--- src/rtl/ps2_pkg.sv ---
// rtl/ps2_pkg.sv - shared constants and set-2 to HID translation for the PS/2 keycode receiver
// Contents: frame FSM state encodings, PS/2 prefix bytes (E0 extended, F0 break),
// HID usage constants for the supported keys, and ps2_to_hid() translation.
package ps2_pkg;

  // Frame FSM states (plain constants so older tools and dumps read them as vectors)
  localparam logic [1:0] ST_IDLE   = 2'd0;
  localparam logic [1:0] ST_DATA   = 2'd1;
  localparam logic [1:0] ST_PARITY = 2'd2;
  localparam logic [1:0] ST_STOP   = 2'd3;

  // Scan code set 2 prefix bytes
  localparam logic [7:0] PS2_EXT = 8'hE0;
  localparam logic [7:0] PS2_BRK = 8'hF0;

  // HID usages produced by the translator
  localparam logic [7:0] HID_NONE  = 8'h00;
  localparam logic [7:0] HID_A     = 8'h04;
  localparam logic [7:0] HID_D     = 8'h07;
  localparam logic [7:0] HID_S     = 8'h16;
  localparam logic [7:0] HID_W     = 8'h1A;
  localparam logic [7:0] HID_ENTER = 8'h28;
  localparam logic [7:0] HID_ESC   = 8'h29;
  localparam logic [7:0] HID_SPACE = 8'h2C;
  localparam logic [7:0] HID_DOWN  = 8'h51;
  localparam logic [7:0] HID_UP    = 8'h52;

  // Unsupported codes map to HID_NONE, which the receiver treats as "ignore".
  function automatic logic [7:0] ps2_to_hid(input logic [7:0] code, input logic ext);
    logic [7:0] hid;
    hid = HID_NONE;
    if (ext) begin
      case (code)
        8'h75:   hid = HID_UP;
        8'h72:   hid = HID_DOWN;
        default: hid = HID_NONE;
      endcase
    end else begin
      case (code)
        8'h29:   hid = HID_SPACE;
        8'h1D:   hid = HID_W;
        8'h1C:   hid = HID_A;
        8'h1B:   hid = HID_S;
        8'h23:   hid = HID_D;
        8'h5A:   hid = HID_ENTER;
        8'h76:   hid = HID_ESC;
        default: hid = HID_NONE;
      endcase
    end
    return hid;
  endfunction

endpackage

--- src/rtl/ps2_keycode_rx_if.sv ---
// rtl/ps2_keycode_rx_if.sv - PS/2 line and keycode output bundle for ps2_keycode_rx
// Signals: ps2_clk/ps2_data raw PS/2 lines; keycode current HID usage (00 = none);
// key_valid one-cycle pulse on keycode change; rx_error one-cycle pulse on frame error.
// Modports: master drives the PS/2 lines and observes outputs; slave is the receiver.
interface ps2_keycode_rx_if;
  logic       ps2_clk;
  logic       ps2_data;
  logic [7:0] keycode;
  logic       key_valid;
  logic       rx_error;

  modport master (
    output ps2_clk,
    output ps2_data,
    input  keycode,
    input  key_valid,
    input  rx_error
  );

  modport slave (
    input  ps2_clk,
    input  ps2_data,
    output keycode,
    output key_valid,
    output rx_error
  );
endinterface

--- src/rtl/ps2_line_filter.sv ---
// rtl/ps2_line_filter.sv - PS/2 line synchronizers, ps2_clk glitch filter and falling-edge strobe
// Ports: Clk system clock; Reset synchronous active-high; i_ps2_clk/i_ps2_data raw lines;
// o_data synchronized data line; o_fall_strobe one-Clk pulse per filtered ps2_clk 1->0.
// Parameter FILTER_LEN: consecutive equal samples needed before the filtered clock moves.
module ps2_line_filter #(
  parameter int FILTER_LEN = 8
) (
  input  logic Clk,
  input  logic Reset,
  input  logic i_ps2_clk,
  input  logic i_ps2_data,
  output logic o_data,
  output logic o_fall_strobe
);

  localparam int CW = (FILTER_LEN < 2) ? 1 : $clog2(FILTER_LEN + 1);

  logic [1:0]    r_clk_sync;
  logic [1:0]    r_data_sync;
  logic          r_clk_filt;
  logic [CW-1:0] r_cnt;
  logic          r_strobe;

  logic w_differs;
  logic w_flip;

  // r_cnt holds how many consecutive samples so far disagreed with the filtered level;
  // the FILTER_LEN-th disagreeing sample flips the filtered level.
  assign w_differs = r_clk_sync[1] != r_clk_filt;
  assign w_flip    = w_differs && (r_cnt == CW'(FILTER_LEN - 1));

  always_ff @(posedge Clk) begin
    if (Reset) begin
      r_clk_sync  <= 2'b11;
      r_data_sync <= 2'b11;
      r_clk_filt  <= 1'b1;
      r_cnt       <= '0;
      r_strobe    <= 1'b0;
    end else begin
      r_clk_sync  <= {r_clk_sync[0], i_ps2_clk};
      r_data_sync <= {r_data_sync[0], i_ps2_data};
      r_strobe    <= w_flip && r_clk_filt;
      if (!w_differs) begin
        r_cnt <= '0;
      end else if (w_flip) begin
        r_clk_filt <= ~r_clk_filt;
        r_cnt      <= '0;
      end else begin
        r_cnt <= r_cnt + CW'(1);
      end
    end
  end

  assign o_data        = r_data_sync[1];
  assign o_fall_strobe = r_strobe;

endmodule

--- src/rtl/ps2_keycode_rx.sv ---
// rtl/ps2_keycode_rx.sv - PS/2 keyboard frame receiver with set-2 to HID held-key tracking
// Ports: Clk 50 MHz system clock; Reset synchronous active-high;
// bus (ps2_keycode_rx_if.slave): ps2_clk/ps2_data in, keycode/key_valid/rx_error out.
// Parameters: FILTER_LEN ps2_clk glitch filter length; TIMEOUT_CYCLES idle limit inside a frame.
// Macro PS2_PARITY_CHECK_EN: when defined, odd-parity mismatches discard the byte with rx_error.
module ps2_keycode_rx
  import ps2_pkg::*;
#(
  parameter int FILTER_LEN     = 8,
  parameter int TIMEOUT_CYCLES = 50000
) (
  input logic             Clk,
  input logic             Reset,
  ps2_keycode_rx_if.slave bus
);

  localparam int TW = $clog2(TIMEOUT_CYCLES + 1);

  logic          w_data;
  logic          w_strobe;
  logic          w_parity_bad;
  logic          w_timeout_hit;
  logic [7:0]    w_hid;

  logic [1:0]    r_state;
  logic [2:0]    r_bit_cnt;
  logic [7:0]    r_shift;
  logic [7:0]    r_byte;
  logic          r_byte_rdy;
  logic [TW-1:0] r_timeout;
  logic          r_ext;
  logic          r_brk;
  logic [7:0]    r_keycode;
  logic          r_key_valid;
  logic          r_rx_error;

  ps2_line_filter #(
    .FILTER_LEN(FILTER_LEN)
  ) u_line_filter (
    .Clk          (Clk),
    .Reset        (Reset),
    .i_ps2_clk    (bus.ps2_clk),
    .i_ps2_data   (bus.ps2_data),
    .o_data       (w_data),
    .o_fall_strobe(w_strobe)
  );

`ifdef PS2_PARITY_CHECK_EN
  logic r_parity;
  // Odd parity: data bits plus parity bit must contain an odd number of ones.
  assign w_parity_bad = ~(^{r_shift, r_parity});
`else
  assign w_parity_bad = 1'b0;
`endif

  // A strobe in the same cycle restarts the count, so it wins over a timeout.
  assign w_timeout_hit = (r_state != ST_IDLE) && !w_strobe &&
                         (r_timeout == TW'(TIMEOUT_CYCLES - 1));

  assign w_hid = ps2_to_hid(r_byte, r_ext);

  always_ff @(posedge Clk) begin
    if (Reset) begin
      r_state     <= ST_IDLE;
      r_bit_cnt   <= 3'd0;
      r_shift     <= 8'h00;
      r_byte      <= 8'h00;
      r_byte_rdy  <= 1'b0;
      r_timeout   <= '0;
      r_ext       <= 1'b0;
      r_brk       <= 1'b0;
      r_keycode   <= HID_NONE;
      r_key_valid <= 1'b0;
      r_rx_error  <= 1'b0;
`ifdef PS2_PARITY_CHECK_EN
      r_parity    <= 1'b0;
`endif
    end else begin
      r_key_valid <= 1'b0;
      r_rx_error  <= 1'b0;
      r_byte_rdy  <= 1'b0;

      // Accepted byte, one cycle after its stop bit: prefixes only set flags.
      if (r_byte_rdy) begin
        if (r_byte == PS2_EXT) begin
          r_ext <= 1'b1;
        end else if (r_byte == PS2_BRK) begin
          r_brk <= 1'b1;
        end else begin
          r_ext <= 1'b0;
          r_brk <= 1'b0;
          if (w_hid != HID_NONE) begin
            if (r_brk) begin
              if (w_hid == r_keycode) begin
                r_keycode   <= HID_NONE;
                r_key_valid <= 1'b1;
              end
            end else if (w_hid != r_keycode) begin
              // Typematic repeats of the held key leave keycode and key_valid alone.
              r_keycode   <= w_hid;
              r_key_valid <= 1'b1;
            end
          end
        end
      end

      if ((r_state == ST_IDLE) || w_strobe) begin
        r_timeout <= '0;
      end else begin
        r_timeout <= r_timeout + TW'(1);
      end

      if (w_timeout_hit) begin
        r_state    <= ST_IDLE;
        r_rx_error <= 1'b1;
        r_ext      <= 1'b0;
        r_brk      <= 1'b0;
      end else if (w_strobe) begin
        case (r_state)
          ST_IDLE: begin
            if (!w_data) begin
              r_state   <= ST_DATA;
              r_bit_cnt <= 3'd0;
              r_shift   <= 8'h00;
            end
          end
          ST_DATA: begin
            r_shift   <= {w_data, r_shift[7:1]};
            r_bit_cnt <= r_bit_cnt + 3'd1;
            if (r_bit_cnt == 3'd7) begin
              r_state <= ST_PARITY;
            end
          end
          ST_PARITY: begin
`ifdef PS2_PARITY_CHECK_EN
            r_parity <= w_data;
`endif
            r_state <= ST_STOP;
          end
          ST_STOP: begin
            r_state <= ST_IDLE;
            if (!w_data || w_parity_bad) begin
              r_rx_error <= 1'b1;
              r_ext      <= 1'b0;
              r_brk      <= 1'b0;
            end else begin
              r_byte     <= r_shift;
              r_byte_rdy <= 1'b1;
            end
          end
          default: r_state <= ST_IDLE;
        endcase
      end
    end
  end

  assign bus.keycode   = r_keycode;
  assign bus.key_valid = r_key_valid;
  assign bus.rx_error  = r_rx_error;

endmodule

--- src/flat_wrapper.sv ---
// flat-port wrapper written by rule: the top's interface ports become plain ports
module ps2_keycode_rx_flat import ps2_pkg::*;
#(
  parameter int FILTER_LEN     = 8,
  parameter int TIMEOUT_CYCLES = 50000
)
  (Clk, Reset, bus_ps2_clk, bus_ps2_data, bus_keycode, bus_key_valid, bus_rx_error);
  ps2_keycode_rx_if bus_i ();
  input logic Clk;
  input logic Reset;
  input wire logic [$bits(bus_i.ps2_clk)-1:0] bus_ps2_clk;
  input wire logic [$bits(bus_i.ps2_data)-1:0] bus_ps2_data;
  output wire logic [$bits(bus_i.keycode)-1:0] bus_keycode;
  output wire logic [$bits(bus_i.key_valid)-1:0] bus_key_valid;
  output wire logic [$bits(bus_i.rx_error)-1:0] bus_rx_error;
  assign bus_i.ps2_clk = bus_ps2_clk;
  assign bus_i.ps2_data = bus_ps2_data;
  assign bus_keycode = bus_i.keycode;
  assign bus_key_valid = bus_i.key_valid;
  assign bus_rx_error = bus_i.rx_error;
  ps2_keycode_rx #(.FILTER_LEN(FILTER_LEN), .TIMEOUT_CYCLES(TIMEOUT_CYCLES)) u_core (.Clk(Clk), .Reset(Reset), .bus(bus_i));
endmodule
--- config.mk ---
export PLATFORM = sky130hd
export DESIGN_NAME = ps2_keycode_rx_flat
export DESIGN_NICKNAME = d
export VERILOG_FILES = /design/src/rtl/ps2_pkg.sv /design/src/rtl/ps2_keycode_rx_if.sv /design/src/rtl/ps2_line_filter.sv /design/src/rtl/ps2_keycode_rx.sv /design/src/flat_wrapper.sv
export SDC_FILE = /design/constraint.sdc
export NUM_CORES = 1
export LEC_CHECK = 0
export BUFFER_PORTS_ARGS = -buffer_cell sky130_fd_sc_hd__buf_2
export CORE_ASPECT_RATIO = 0.5
export CORE_MARGIN = 3
export CORE_UTILIZATION = 65
export CTS_CLUSTER_SIZE = 8
export DETAILED_ROUTE_END_ITERATION = 8
export PLACE_DENSITY_LB_ADDON = 0.2
export SLEW_MARGIN = 20
export SYNTH_ARGS = -nofsm -noshare
export SYNTH_HDL_FRONTEND = slang
export SYNTH_SLANG_ARGS = --single-unit
--- constraint.sdc ---
create_clock -name Clk -period 4 [get_ports Clk]
set_input_delay 0.8 -clock Clk [delete_from_list [all_inputs] [get_ports Clk]]
set_output_delay 0.8 -clock Clk [all_outputs]
set_load 0.005 [all_outputs]
After elaboration in Yosys (flattened, before gate mapping)
Index checks and enable logic that the tools add are counted.
- $add $sub $neg: 3
- equality and inequality tests: 23
- mux-type cells: 33
- bitwise logic cells: 9
- reduce and logical (&&, ||, !) cells: 21
- operators by type and width (kind ; number):
    6-bit one-hot mux with 7 select lines ; 1
    8-bit 2-to-1 mux ; 5
    8-bit by 7-bit == test with 1-bit output (second input constant) ; 4
    8-bit by 5-bit == test with 1-bit output (second input constant) ; 3
    1-bit 2-to-1 mux ; 20
    16-bit by 1-bit adder with 16-bit output (second input constant) ; 1
    16-bit == test (second input constant) ; 1
    8-bit by 6-bit == test with 1-bit output (second input constant) ; 2
    8-bit == test (second input constant) ; 2
    8-bit one-hot mux with 2 select lines ; 1
    7-bit one-hot mux with 2 select lines ; 1
    1-bit inverter ; 9
    8-bit == test ; 1
    8-bit != test ; 1
    2-bit one-hot mux with 4 select lines ; 1
    4-bit AND reduction ; 2
    8-bit nonzero test ; 1
    3-bit one-hot mux with 2 select lines ; 1
    6-bit AND reduction ; 1
    2-bit nonzero test ; 3
    5-bit OR reduction ; 1
    4-bit by 1-bit adder with 4-bit output (second input constant) ; 1
    2-bit == test (second input constant) ; 2
    4-bit by 3-bit == test with 1-bit output (second input constant) ; 1
    17 further kinds ; 23
- register bits: 60
- bits of input ports: 4
- output and inout bits: 10
- logic and storage cells: 105

Depth between registers and ports, before layout
- word-level depth: 7
- mapped depth: 9
- mapped depth without buffers: 8

Cells and area by module
A second synthesis with hierarchy kept.
- cell total of the unflattened synthesis: 353
- area, all modules: 2997.9 um^2
- by module, submodules not included (module ; times used ; cells an instance ; area each (um^2) ; sequential area each (um^2)):
    ps2_keycode_rx ; 1 ; 323 ; 2645.0 ; 980.9
    ps2_line_filter ; 1 ; 30 ; 352.8 ; 200.2

Least setup slack after synthesis
Ideal clock, no wire load.
- kind: reg-to-reg
- from: register u_core.r_byte[6]
- to: register u_core.r_keycode[2] (netlist: u_core.bus.keycode[2])
- library setup time: 122 ps
- data arrival time: 2250 ps
- data required time: 3878 ps
- path slack: 1628 ps
- cell stages (with the launch flop): 9
- buffers on the path: 1
- period minus slack after synthesis: 2372 ps
- path through: dfxtp_1 buf_2 or4b_4 a2111oi_4 nor2_1 xor2_1 and4_4 a22oi_1 a311o_1
- word-level cells in the longest chain between the ends: 6
- elaborated cells between the ends (all ways): 24
- classes of those cells: eq/ne (14); mux (5); bitwise (2); reduce/logical (3)
- RTL lines (element ; line ; RTL):
    start, declared ; ps2_keycode_rx.sv:28 ; logic [7:0] r_byte;
    start signal, assigned ; ps2_keycode_rx.sv:147 ; r_byte <= r_shift;
    8-bit by 7-bit == test with 1-bit output, or another cell as far along ; ps2_pkg.sv:39 ; case (code)
    6-bit one-hot mux with 7 select lines or 7-bit one-hot mux with 2 select lines (tied branches) ; ps2_pkg.sv:39, ps2_pkg.sv:33 ;
    8-bit 2-to-1 mux ; ps2_pkg.sv:32 ; if (ext) begin
    8-bit == test or 8-bit != test (tied branches) ; ps2_keycode_rx.sv:94, ps2_keycode_rx.sv:98 ;
    2-bit != test (no source line) or 2-bit nonzero test (tied branches) ; n/a ;
    6-bit AND reduction (no source line) ; n/a ;
    end signal, assigned ; ps2_keycode_rx.sv:100 ; r_keycode <= w_hid;
    end, declared ; ps2_keycode_rx.sv:33 ; logic [7:0] r_keycode;
Several ways; a longest one is shown, not always the timed one. The select of a mux whose other input is x is not followed.
A chain may end at the register's enable or synchronous reset.

Worst setup path after layout
- from: register u_core.r_ext
- to: register u_core.r_keycode[1] (netlist: u_core.bus.keycode[1])
- word-level cells in the longest chain between the ends: 4
- elaborated cells between the ends (all ways): 9
- classes of those cells: eq/ne (3); mux (3); reduce/logical (3)
- RTL lines (element ; line ; RTL):
    start, declared ; ps2_keycode_rx.sv:31 ; logic r_ext;
    start signal, assigned ; ps2_keycode_rx.sv:70 ; r_ext <= 1'b0;
    start signal, assigned ; ps2_keycode_rx.sv:86 ; r_ext <= 1'b1;
    start signal, assigned ; ps2_keycode_rx.sv:90 ; r_ext <= 1'b0;
    8-bit 2-to-1 mux * ; ps2_pkg.sv:32 ;
    8-bit == test or 8-bit != test (tied branches) ; ps2_keycode_rx.sv:94, ps2_keycode_rx.sv:98 ;
    2-bit != test (no source line) or 2-bit nonzero test (tied branches) ; n/a ;
    6-bit AND reduction (no source line) ; n/a ;
Every way passes the cells marked *; elsewhere a longest branch is shown, timed or not. The select of a mux whose other input is x is not followed.

==> impl_results.md <==
- Status: completed
- Slew headroom: 30.0%
- Critical Path AT: around 3100 ps
- Critical path capture point type: flip-flop
- Worst Tran Pin Value: 1040 ps
- Async SR Flop Fraction: 0%
- Total track usage: 23.9%
- Fin crit share: 72.6%
- Yosys top cell by area: dfxtp_1
- Required time worst endpoint: 4190 ps
- Via count: 2640
- Max clock buf depth: 2
- Syn Nets: 375
- Setup bufs post-CTS: 0
- Register bit total from synthesis: 59
- Syn_area_per_cell: approximately 8.5 um^2
- Fin. Hold Viols: 0
- CP Launch Type: flip-flop
- Top FF cell, synth: dfxtp_1
- Crit path from: u_core.r_ext
- CTS H-Tree Depth: 3
- Synth cell types: 63
- Final setup fails: 0
- Antenna-violating nets left: 0
- Core area: 4490 um^2
- Horiz. Die Dim: 103 um
- Clk_lat worst skew: 330 ps
- Clock Skew: around 5.8 ps
- Total CTS buffers: 9
- Yosys warnings: 0
- Fin crit period: 2900 ps
- Routed wire length: 6470 um
- Routability congestion estimate: 0.936
- Most frequent cells in the layout: dfxtp_1 (59), nor2_1 (49), nand2_1 (34), nand3_1 (15), a21oi_1 (14)
- Clock sinks: 59
- Synth-to-Final Area Change: 6.49%
- RSZ-0062 raised after global routing: false
- DRC: 0
- Critical R2R Launch: u_core.r_ext
- Top cells by area, synth: dfxtp_1 (38%), nor2_1 (6.0%), nand2_1 (4.1%)
- Root Buffer Master: clkbuf_8
- Post-synth EDFFs: 0
- Final core utilization: 73.2%
- Initial antenna violation count: 0
- IO Pins: 14
- HPWL Detailed: 4470 um
- Number of port buffers: 12
- Worst hold-check path type: reg2reg
- Drt first pass iters: 5
- First-pass GRT wire length: ~10000 um
- Post-CTS sizing: 0
- PD cells: 341 nW/um^2
- Fin. max-slew vios: 0
- Die area: 5660 um^2
- Core Rows: 17
- Die Y: between 50 and 60 um
- DR vias/cell: 6.08
- CTS Hold Buffers Added: 0
- Worst-path fanout max: 13
- Synthesized area: 3090 um^2
- Grt total ovfl: 0
- Commonest non-fill, non-tap cell in the layout: dfxtp_1
- Hold_sp: u_core.u_line_filter.r_data_sync[0]
- Vias in the first global route: 2396
- DRT iter0 DRCs: 121
- TritonCTS clock tree: done
- Largest net degree at the start of global routing: 42
- P_leak: 1.12 nW
- Layout cell share with drive strength beyond 1: 12.2%
- Fin Setup TNS: 0 ps
- Post-DR wirelength/cell: 14.9 um
- CTS clk-pin slew, worst paths: around 60 ps
- Max frequency: roughly 340 MHz
- Max Cap Violations: 0
- Final nets: roughly 380
- Starting Density: ~70%
- Cells after synthesis: 363
- Peak supply drop: approximately 0.00026 V
- # diodes: 0
- Yosys top cell area share: 38.3%
- Critical setup path kind: reg2reg
- Seq/Total Area, Yosys: 38.3%
[cell type report]
class | count | area [um^2]
Clock buffer | 13 | 149
Clock inverter | 2 | 12.5
Fill cell | 344 | 1200
Inverter | 12 | 45.0
Multi-Input combinational cell | 270 | 1760
Sequential cell | 59 | 1180
Tap cell | 66 | 82.6
Timing Repair Buffer | 12 | 60.1
[sequential cells by signal, summed over array words and instances, names as in the netlist]
name                                cells
u_core.bus.key_valid                    1
u_core.r_state                          2
u_core.u_line_filter.r_clk_filt         1
u_core.r_shift                          8
u_core.r_bit_cnt                        3
u_core.r_brk                            1
u_core.u_line_filter.r_data_sync        2
u_core.u_line_filter.r_cnt              4
u_core.u_line_filter.r_clk_sync         2
u_core.bus.keycode                      7
u_core.r_byte                           8
u_core.r_ext                            1
u_core.u_line_filter.o_fall_strobe      1
u_core.r_timeout                       16
u_core.r_byte_rdy                       1
u_core.bus.rx_error                     1
[synth_stat cells (2+ instances only)]
master / number
buf_2: 8
dfxtp_1: 59
nor4_1: 6
nand2_1: 34
xor2_1: 13
nand3b_1: 4
clkbuf_1: 9
nor2b_1: 2
or4b_4: 2
a211o_1: 2
inv_1: 11
or3_1: 6
buf_1: 3
a22oi_1: 11
o311ai_1: 4
or2_2: 6
nand4_1: 6
nand2b_1: 4
xnor2_1: 8
nor2_1: 49
a211oi_1: 3
a31oi_1: 5
nand4b_1: 3
o22ai_1: 6
nor3_1: 9
mux2i_1: 4
o21ai_0: 4
and3_1: 12
ha_1: 8
nor4bb_1: 2
nand3_1: 15
a21oi_1: 14
[stage by stage]
stage / total power [W] / instances / worst slack (ps) / hold slack, ps / cell area (um^2)
finish: 0.00112 / 434 / 1100 / 414 / 3290
global route: 0.00117 / 434 / 966 / 431 / 3290
CTS: 0.00113 / 434 / 1150 / 417 / 3290
detailed placement: 0.000684 / 419 / 1150 / 403 / 3120
global placement: 0.000681 / 419 / 1270 / 391 / 3120
floorplan: 0.000665 / 363 / 1630 / 389 / 3090
[worst paths after layout]
path	endpoint	slack, ps	cells after the start
worst min register to register	u_core.u_line_filter.r_data_sync[1]	410	1
worst min-delay path	u_core.u_line_filter.r_data_sync[1]	410	1
worst max-delay path	u_core.bus.keycode[1]	1100	7
worst max register to register	u_core.bus.keycode[1]	1100	7
[metal layers]
layer  part of all wire (%)  wire length [um]  GRT usage (%)
met5                      0                 0              0
met4                    2.4               154           10.3
met3                    5.1               331           6.87
met2                     49              3150           42.9
met1                     44              2830           27.0
[worst max-delay path, stage by stage (launching register included)]
cell and delay [ps]:
dfxtp_1 660, or4b_4 250, nor3_1 50, or3_1 380, o41ai_2 940, a2111oi_0 190, o22ai_1 180, o311ai_1 110
[cell families (layout without fill, tap and decap cells)]
logic type	Yosys count	in the layout	share of synthesized area [%]
xor gates and xnor gates	21	21	5.96
other	1	1	0.122
muxes	6	6	2.11
DFF	59	59	38.3
AOI/OAI and AO/OA	62	62	15.3
buffers and inverters	34	39	4.83
and+or+nand+nor	172	172	30.2
adders and majority gates	8	8	3.24
[where the power goes]
part           internal (W)  switching, W  leakage, nW  total [W]
clock network      0.000238      0.000212       0.0795   0.000449
logic             0.0000240     0.0000440        0.565  0.0000680
registers          0.000595    0.00000940        0.476   0.000604
No activity file was read; power rests on OpenSTA's default activity.
